**src/rtl/fan_pkg.sv**
```systemverilog
`default_nettype none
// +----------------------------------------------------------------------+
// | Module   : fan_pkg                                                   |
// | Purpose  : State encoding, default parameters and timer-width helper |
// |            shared by fan_controller and temp_compare.                |
// | Revision : 1.0 - initial release                                     |
// +----------------------------------------------------------------------+
package fan_pkg;

  // FSM encoding; bit 1 set means the fan is driven
  typedef enum logic [1:0] {
    OFF      = 2'd0,
    OFF_LOCK = 2'd1,
    ON_LOCK  = 2'd2,
    ON       = 2'd3
  } fan_state_e;

  localparam int unsigned c_temp_w_def     = 3;
  localparam int unsigned c_preset_rst_def = 3;
  localparam int unsigned c_min_on_def     = 8;
  localparam int unsigned c_min_off_def    = 4;
  localparam int unsigned c_hyst_def       = 1;

  // Lock timer width: clog2 of the longer lock period, plus one bit
  function automatic int unsigned fan_timer_w(input int unsigned min_on,
                                              input int unsigned min_off);
    int unsigned longest;
    longest = (min_on > min_off) ? min_on : min_off;
    return $clog2(longest) + 1;
  endfunction

endpackage
`default_nettype wire

```
**src/rtl/temp_compare.sv**
```systemverilog
`default_nettype none
// +----------------------------------------------------------------------+
// | Module   : temp_compare                                              |
// | Purpose  : Combinational hot/cool decision of the latest sample      |
// |            against the preset. Macro FAN_HYST_EN enables the         |
// |            hysteresis band on the cool decision.                     |
// | Revision : 1.0 - initial release                                     |
// +----------------------------------------------------------------------+
module temp_compare
  import fan_pkg::*;
#(
  parameter int unsigned TEMP_W = c_temp_w_def,
  parameter int unsigned HYST   = c_hyst_def
) (
  input  logic [TEMP_W-1:0] lastTemp_i,
  input  logic [TEMP_W-1:0] presetTemp_i,
  output logic              hot_o,
  output logic              cool_o
);

  localparam int unsigned SUM_W = TEMP_W + 1;

`ifdef FAN_HYST_EN
  localparam int unsigned HYST_EFF = HYST;
`else
  // Band collapses to zero; HYST stays referenced so both builds share one interface
  localparam int unsigned HYST_EFF = 0 * HYST;
`endif

  logic [SUM_W-1:0] w_sum;

  // Sum carries one extra bit so sample + band never wraps below the preset
  always_comb begin
    w_sum  = {1'b0, lastTemp_i} + SUM_W'(HYST_EFF);
    hot_o  = (lastTemp_i > presetTemp_i);
    cool_o = (w_sum <= {1'b0, presetTemp_i});
  end

endmodule
`default_nettype wire

```
**src/rtl/fan_controller.sv**
```systemverilog
`default_nettype none
// +----------------------------------------------------------------------+
// | Module   : fan_controller                                            |
// | Purpose  : Sequenced fan control with minimum on/off lock periods,   |
// |            sample handshake and loadable preset. Optional macro      |
// |            FAN_HYST_EN adds a hysteresis band to the turn-off test.  |
// | Revision : 1.0 - initial release                                     |
// +----------------------------------------------------------------------+
module fan_controller
  import fan_pkg::*;
#(
  parameter int unsigned TEMP_W     = c_temp_w_def,
  parameter int unsigned PRESET_RST = c_preset_rst_def,
  parameter int unsigned MIN_ON     = c_min_on_def,
  parameter int unsigned MIN_OFF    = c_min_off_def,
  parameter int unsigned HYST       = c_hyst_def
) (
  input  logic              clk,
  input  logic              reset,
  input  logic              presetLoad,
  input  logic [TEMP_W-1:0] presetIn,
  input  logic              sampleValid,
  input  logic [TEMP_W-1:0] sampleTemp,
  output logic              sampleReady,
  output logic              fanOn,
  output logic [TEMP_W-1:0] presetTemp,
  output logic [1:0]        state
);

  localparam int unsigned     TMR_W      = fan_timer_w(MIN_ON, MIN_OFF);
  localparam logic [TMR_W-1:0] c_on_last  = TMR_W'(MIN_ON - 1);
  localparam logic [TMR_W-1:0] c_off_last = TMR_W'(MIN_OFF - 1);

  fan_state_e        state_q, state_d;
  logic [TMR_W-1:0]  timer_q, timer_d;
  logic [TMR_W-1:0]  w_timer_inc;
  logic [TEMP_W-1:0] lastTemp_q;
  logic [TEMP_W-1:0] presetTemp_q;
  logic              hasSample_q;
  logic              sampleReady_q;
  logic              w_accept;
  logic              w_hot;
  logic              w_cool;

  assign w_accept    = sampleValid && sampleReady_q;
  assign sampleReady = sampleReady_q;
  assign presetTemp  = presetTemp_q;
  assign state       = state_q;
  assign fanOn       = (state_q == ON_LOCK) || (state_q == ON);

  temp_compare #(
    .TEMP_W (TEMP_W),
    .HYST   (HYST)
  ) u_cmp (
    .lastTemp_i   (lastTemp_q),
    .presetTemp_i (presetTemp_q),
    .hot_o        (w_hot),
    .cool_o       (w_cool)
  );

  // Sample/preset registers; ready drops for one cycle after every accept
  always_ff @(posedge clk) begin
    if (reset) begin
      sampleReady_q <= 1'b0;
      lastTemp_q    <= '0;
      hasSample_q   <= 1'b0;
      presetTemp_q  <= TEMP_W'(PRESET_RST);
    end else begin
      sampleReady_q <= ~w_accept;
      if (w_accept) begin
        lastTemp_q  <= sampleTemp;
        hasSample_q <= 1'b1;
      end
      if (presetLoad) begin
        presetTemp_q <= presetIn;
      end
    end
  end

  // State and lock-timer registers
  always_ff @(posedge clk) begin
    if (reset) begin
      state_q <= OFF_LOCK;
      timer_q <= '0;
    end else begin
      state_q <= state_d;
      timer_q <= timer_d;
    end
  end

  // Saturating increment; the timer must never wrap back into a lock window
  assign w_timer_inc = (timer_q == '1) ? timer_q : timer_q + TMR_W'(1);

  // Next state: lock states only count, free states only compare
  always_comb begin
    state_d = state_q;
    timer_d = timer_q;
    case (state_q)
      OFF_LOCK: begin
        if (timer_q == c_off_last) begin
          state_d = OFF;
          timer_d = '0;
        end else begin
          timer_d = w_timer_inc;
        end
      end
      OFF: begin
        timer_d = '0;
        if (hasSample_q && w_hot) begin
          state_d = ON_LOCK;
        end
      end
      ON_LOCK: begin
        if (timer_q == c_on_last) begin
          state_d = ON;
          timer_d = '0;
        end else begin
          timer_d = w_timer_inc;
        end
      end
      ON: begin
        timer_d = '0;
        if (hasSample_q && w_cool) begin
          state_d = OFF_LOCK;
        end
      end
      default: begin
        state_d = OFF_LOCK;
        timer_d = '0;
      end
    endcase
  end

endmodule
`default_nettype wire
```
**config.mk**
```make
export PLATFORM = sky130hd
export DESIGN_NAME = fan_controller
export DESIGN_NICKNAME = d
export VERILOG_FILES = /design/src/rtl/fan_pkg.sv /design/src/rtl/temp_compare.sv /design/src/rtl/fan_controller.sv
export SDC_FILE = /design/constraint.sdc
export NUM_CORES = 1
export LEC_CHECK = 0
export CAP_MARGIN = 10
export CORE_MARGIN = 10
export CORE_UTILIZATION = 34
export CTS_BUF_LIST = sky130_fd_sc_hd__clkbuf_8 sky130_fd_sc_hd__clkbuf_16
export DETAILED_ROUTE_END_ITERATION = 7
export PLACE_DENSITY_LB_ADDON = 0.08
export SYNTH_ARGS = -nofsm -noshare
export SYNTH_HDL_FRONTEND = slang
export SYNTH_SLANG_ARGS = --single-unit
```
**constraint.sdc**
```tcl
create_clock -name clk -period 1.3 [get_ports clk]
set_input_delay 0.325 -clock clk [delete_from_list [all_inputs] [get_ports clk]]
set_output_delay 0.325 -clock clk [all_outputs]
set_load 0.02 [all_outputs]
```
==> impl_metrics.toml, run 1 <==
[run_status]
status = "finished, violations left"
violations = "negative setup slack"

[sta]
fin_skew_ps = 2.94
finalSetupViolations = 1
max_freq_ghz = 0.769
whs_ps = 459
min_period_ps = 1300
rsz0062_at_grt = "true"
final_max_slew_viol_count = 0
setup_ws_ps = -0.611
finalHoldViolations = 0
slew_headroom_pct = 75.3
fin_crit_sh_pct = 100
tightest_slew_ps = 368
setup_tns_ps = -0.611

[critical_path]
r2r_cells = 4
cp-end-kind = "flop"
timing.rr.end = "timer_q[1]"
critPathKind = "reg -> reg"
worstPathRequired_ps = 1430
max_stage_delay_ps = 390
cp_slowest_cell = "or3b_4"
cp_cell_sequence = "ha_4 > or3b_4 > a2bb2oi_4 > nor3_2"
cp-start-kind = "flop"
r2r-start = "timer_q[0]"
cp_max_fo = 3
critPathBufInv = 0
crit_arrival_ps = 1430
critPathTopFamily = "simple AND/OR/NAND/NOR gates"
r2r_slack_ps = -0.6

[place]
port_buffers = 16
dp.cells = 122
gp_congestion = 0.663
pre_cts_slack_ps = -55.7
dp_hpwl_um = 1160

[power_and_ir_drop]
p_leak_nw = 0.435
max-vdd-ir-drop_mv = 0.759
powerDensity_nw_per_um2 = 1180
fin_total_pwr_mw = 1.26

[grt]
overflow = 0
grt_use_total_pct = 7.47
grt_pass1_wl_um = 2500
grt_pass1_vias = 576
grt_start_max_net_pins = 8
antenna_found_initial = 0

[routing]
via_per_inst = 4.79
wl_per_cell_um = 13.0
dr.pass1.iters = 2
drc = 0
ant_nets = 0
drtIter0Drc = 4
routed_wl_um = 1660
via_count = 608

[min_path]
hold_end = "lastTemp_q[0]"
hold-path-cell-count = 2
hold_class = "reg -> reg"
hold_start = "lastTemp_q[0]"

[final_layout]
syn_to_final_growth_pct = 60.6
layout_common_cells = "buf_4, dfxtp_1, clkdlybuf4s50_1, nand3_1, dlygate4sd2_1"
diodes = 0
final_cells = 127
drive_gt1_share_pct = 32.4
final_common_cell = "buf_4"
fin_nets = 118

[synth]
syn_area_um2 = 664
syn_nets = 86
syn_area_per_cell_um2 = 9.23
syn_inst = 72
synthDistinctLibCells = 26
synth-seq-cells = 14
seq_area_frac_synth_pct = 42.2
yosysWarnings = 0

[floorplanning]
die_h_um = 64.2
initial_core_util_pct = 37.3
die-width_um = 64.2
dieArea_um2 = 4120
rows = 15
coreArea_um2 = 1780
ioPinCount = 17

[cts]
clock_sinks = 14
clock_latency_ps = 240
cts_root_buffer = "clkbuf_8"
clk_pin_slew_worst_paths_ps = 60
cts_buffers = 3
tritoncts = "done"
h-tree-depth = 1
clockBufferDepth = 2

[flow_run]
drv_cap = 0
-- cell families after synthesis --
group | count (synthesis) | synth area share (%)
compound gates | 16 | 18.8
xor+xnor | 1 | 1.32
fa+ha+maj | 4 | 7.53
buf+inv | 8 | 4.71
flops | 14 | 42.2
mux | 3 | 4.52
simple gates | 26 | 20.9
-- power breakdown --
group	internal (mW)	switching (mW)	leakage, nW	total, mW
combinational	0.207	0.187	0.298	0.394
sequential	0.481	0.0340	0.116	0.515
clock	0.205	0.148	0.0216	0.352
total	0.893	0.369	0.435	1.26
-- per-stage QoR --
step	area, µm²	utilization, %
2_1_floorplan	669	-
3_3_place_gp	935	52.4
3_5_place_dp	935	52.4
4_1_cts	977	54.8
5_1_grt	1070	59.9
6_report	1070	59.9
-- cells in the mapped netlist (all sizes together) --
library cell / n / share of area (%)
nor3: 3 / 2.3
o2111ai: 1 / 1.3
nor2: 4 / 2.3
nor3b: 1 / 1.1
o21ai: 2 / 1.5
nand2: 6 / 3.4
nand2b: 1 / 1.3
dfxtp: 14 / 42
ha: 4 / 7.5
and2b: 1 / 1.1
clkbuf: 1 / 0.56
buf: 1 / 0.75
or3b: 1 / 1.3
xnor2: 1 / 1.3
nand3: 7 / 5.3
and3b: 2 / 2.8
a21o: 1 / 1.1
a211o: 1 / 1.3
o211ai: 2 / 2.3
a21oi: 6 / 4.5
a2111oi: 2 / 4.5
inv: 6 / 3.4
a2bb2oi: 1 / 2.3
mux2i: 3 / 4.5
-- final cells by class --
| class | instances | area [µm²] |
|---|---|---|
| sequential | 14 | 285 |
| timing repair buffer | 29 | 253 |
| fill | 169 | 716 |
| multi-input combinational | 50 | 434 |
| clock buffer | 3 | 41.3 |
| tap | 25 | 31.3 |
| inverter | 6 | 22.5 |
-- worst max path at each step --
stage	start	end	slack, ps	cells after the start
floorplan	timer_q[0]	timer_q[0]	2	4
global placement	timer_q[0]	timer_q[1]	-30	4
detailed placement	reset	state[1]	-60	4
CTS	timer_q[0]	timer_q[1]	-4	4
global route	timer_q[0]	timer_q[1]	-40	4
finish	timer_q[0]	timer_q[1]	-0.6	4
-- layer usage --
metal | up-vias | track usage (%) | part of all wire [%] | routed length, µm
li1 | 318 | - | - | -
met1 | 275 | 9.43 | 50 | 825
met2 | 13 | 10.4 | 44 | 725
met3 | 2 | 3.14 | 5.5 | 91
met4 | 0 | 4.01 | 0.84 | 14
met5 | - | 0 | 0 | 0
-- state kept, by name, summed over array words and instances, names as in the netlist, named ones only --
register / flops
timer_q: 3
presetTemp: 3
lastTemp_q: 3
hasSample_q: 1
state: 2
sampleReady: 1
-- worst register-to-register path, delay by kind of cell, from the launching register on --
family                   cells  cell delay [ps]
AND/OR/NAND/NOR              2              460
adder cells (fa/ha/maj)      1              140
AO/OA/AOI/OAI                1              230
flip-flops                   1              350
-- what timing repair did --
action / CTS / global route
buffers inserted: 1 / 1
gates cloned: 0 / 0
hold buffers: 0 / 0
endpoints found under the setup margin: 10 / 6
resized for setup: 8 / 12
pin swaps: 1 / 4
Note: power is estimated with default switching activity, not from simulation.
==> inputs of run 2 (changes only) <==
--- a/config.mk
+++ b/config.mk
@@ -6,11 +6,12 @@
 export NUM_CORES = 1
 export LEC_CHECK = 0
 export CAP_MARGIN = 10
+export CORE_ASPECT_RATIO = 1.2
 export CORE_MARGIN = 10
 export CORE_UTILIZATION = 34
 export CTS_BUF_LIST = sky130_fd_sc_hd__clkbuf_8 sky130_fd_sc_hd__clkbuf_16
 export DETAILED_ROUTE_END_ITERATION = 7
-export PLACE_DENSITY_LB_ADDON = 0.08
+export PLACE_DENSITY = 0.73
 export SYNTH_ARGS = -nofsm -noshare
 export SYNTH_HDL_FRONTEND = slang
 export SYNTH_SLANG_ARGS = --single-unit
==> run 2 against run 1 <==
Against the previous run: the flow still finishes with violations (negative setup slack); maximum frequency shrank 4.4%; register-to-register slack got worse by 60 ps; count of clock-buffer cells in the layout grew 1; routed wire length increased by 3.1%; via count rose by 3.1%; largest cell class unchanged; highest routed layer unchanged.
==> impl_metrics.toml, run 2 (synthesis gave the netlist of run 1 again) <==
[run_status]
status = "finished, violations left"
violations = "negative setup slack"

[floorplanning]
dieArea_um2 = 4130
coreArea_um2 = 1850
ioPinCount = 17
rows = 17
initial_core_util_pct = 35.9
die-width_um = 60.4
die_h_um = 68.4

[final_layout]
fin_nets = 118
final_cells = 122
final_common_cell = "buf_4"
syn_to_final_growth_pct = 58.6
postLayoutCellArea_um2 = 1050
diodes = 0
post-route-util_pct = 56.9
layout_common_cells = "buf_4, dfxtp_1, clkdlybuf4s50_1, nand3_1"
drive_gt1_share_pct = 30.1

[critical_path]
cp_max_fo = 4
cp-end-kind = "flop"
critPathKind = "reg -> reg"
crit_arrival_ps = 1510
worstPathRequired_ps = 1450
cp-start-kind = "flop"

[power_and_ir_drop]
powerDensity_nw_per_um2 = 1280
fin_total_pwr_mw = 1.35
max-vdd-ir-drop_mv = 0.620
p_leak_nw = 0.436

[sta]
whs_ps = 463
setup_tns_ps = -60.9
fin_crit_sh_pct = 105
tightest_slew_ps = 312
min_period_ps = 1360
finalSetupViolations = 1
finalHoldViolations = 0
fin_skew_ps = 0.932
final_max_slew_viol_count = 0
max_freq_ghz = 0.735
slew_headroom_pct = 79.1
setup_ws_ps = -60.9
rsz0062_at_grt = "true"

[grt]
grt_start_max_net_pins = 10
grt_pass1_vias = 629
antenna_found_initial = 0
grt_pass1_wl_um = 2550
grt_use_total_pct = 8.21
overflow = 0

[routing]
dr.pass1.iters = 3
wl_per_cell_um = 14.0
via_count = 627
ant_nets = 0
via_per_inst = 5.14
drc = 0
routed_wl_um = 1710
drtIter0Drc = 10

[flow_run]
drv_cap = 0

[cts]
clockBufferDepth = 2
clk_pin_slew_worst_paths_ps = 60
cts_buffers = 3
h-tree-depth = 1
cts-hold-fix-buffers = 0
tritoncts = "done"
clock_latency_ps = 250
clock_sinks = 14
cts_root_buffer = "clkbuf_8"

[place]
dpl_cell_area_um2 = 912
port_buffers = 16
dp_hpwl_um = 1240
pre_cts_slack_ps = -154
gp_congestion = 0.788
dp.cells = 114

[min_path]
hold_class = "reg -> reg"
[run 2: cell types whose count changed in the layout (fill, tap and decap cells not counted)]
cell | before | now
clkdlybuf4s15_1 | 0 | 2
dlygate4sd2_1 | 7 | 5
nor3_1 | 1 | 3
nor3_2 | 2 | 0
and2b_1 | 1 | 0
and2b_2 | 0 | 1
and3b_1 | 0 | 1
and3b_2 | 2 | 1
clkbuf_8 | 3 | 4
ha_1 | 1 | 2
ha_4 | 3 | 2
[run 2: layout make-up]
class,count,area (µm²)
clock buffers,4,55.1
well taps,19,23.8
multi-input cells,50,412
fillers,173,797
flip-flops and latches,14,285
repair buffers,29,255
inverters,6,22.5
[run 2: repair_timing]
item                                    CTS  global route
resized for setup                         8            11
setup buffers                             0             4
hold endpoints to repair                  0             0
pin swaps                                 0             5
endpoints found under the setup margin   10             8
[run 2: metal layers]
metal  global-route usage [%]  up-vias  wire length, µm
li1                         -      320                -
met1                     7.84      293              648
met2                     14.4        9              956
met3                     2.04        5               55
met4                     6.74        0               48
met5                        0        -                0
[run 2: where the power goes]
group	leakage, nW	switching, mW	internal [mW]	total [mW]
logic	0.292	0.177	0.218	0.395
registers	0.116	0.0345	0.481	0.516
clock network	0.0288	0.169	0.269	0.438
total	0.436	0.380	0.968	1.35
[run 2: path summary, 6_finish.rpt]
| check | from | to | slack, ps | cells past startpoint |
|---|---|---|---|---|
| worst max register to register | timer_q[1] | timer_q[3] | -60 | 5 |
| worst max-delay path | timer_q[1] | timer_q[3] | -60 | 5 |
| worst min-delay path | lastTemp_q[0] | lastTemp_q[0] | 460 | 2 |
| worst min register to register | lastTemp_q[0] | lastTemp_q[0] | 460 | 2 |
[run 2: critical path, cell delays in order, from the launching register on]
cell       delay (ps)
dfxtp_2           340
ha_4              160
buf_6             110
and3b_2           230
a2bb2oi_4         170
a2111oi_4         260
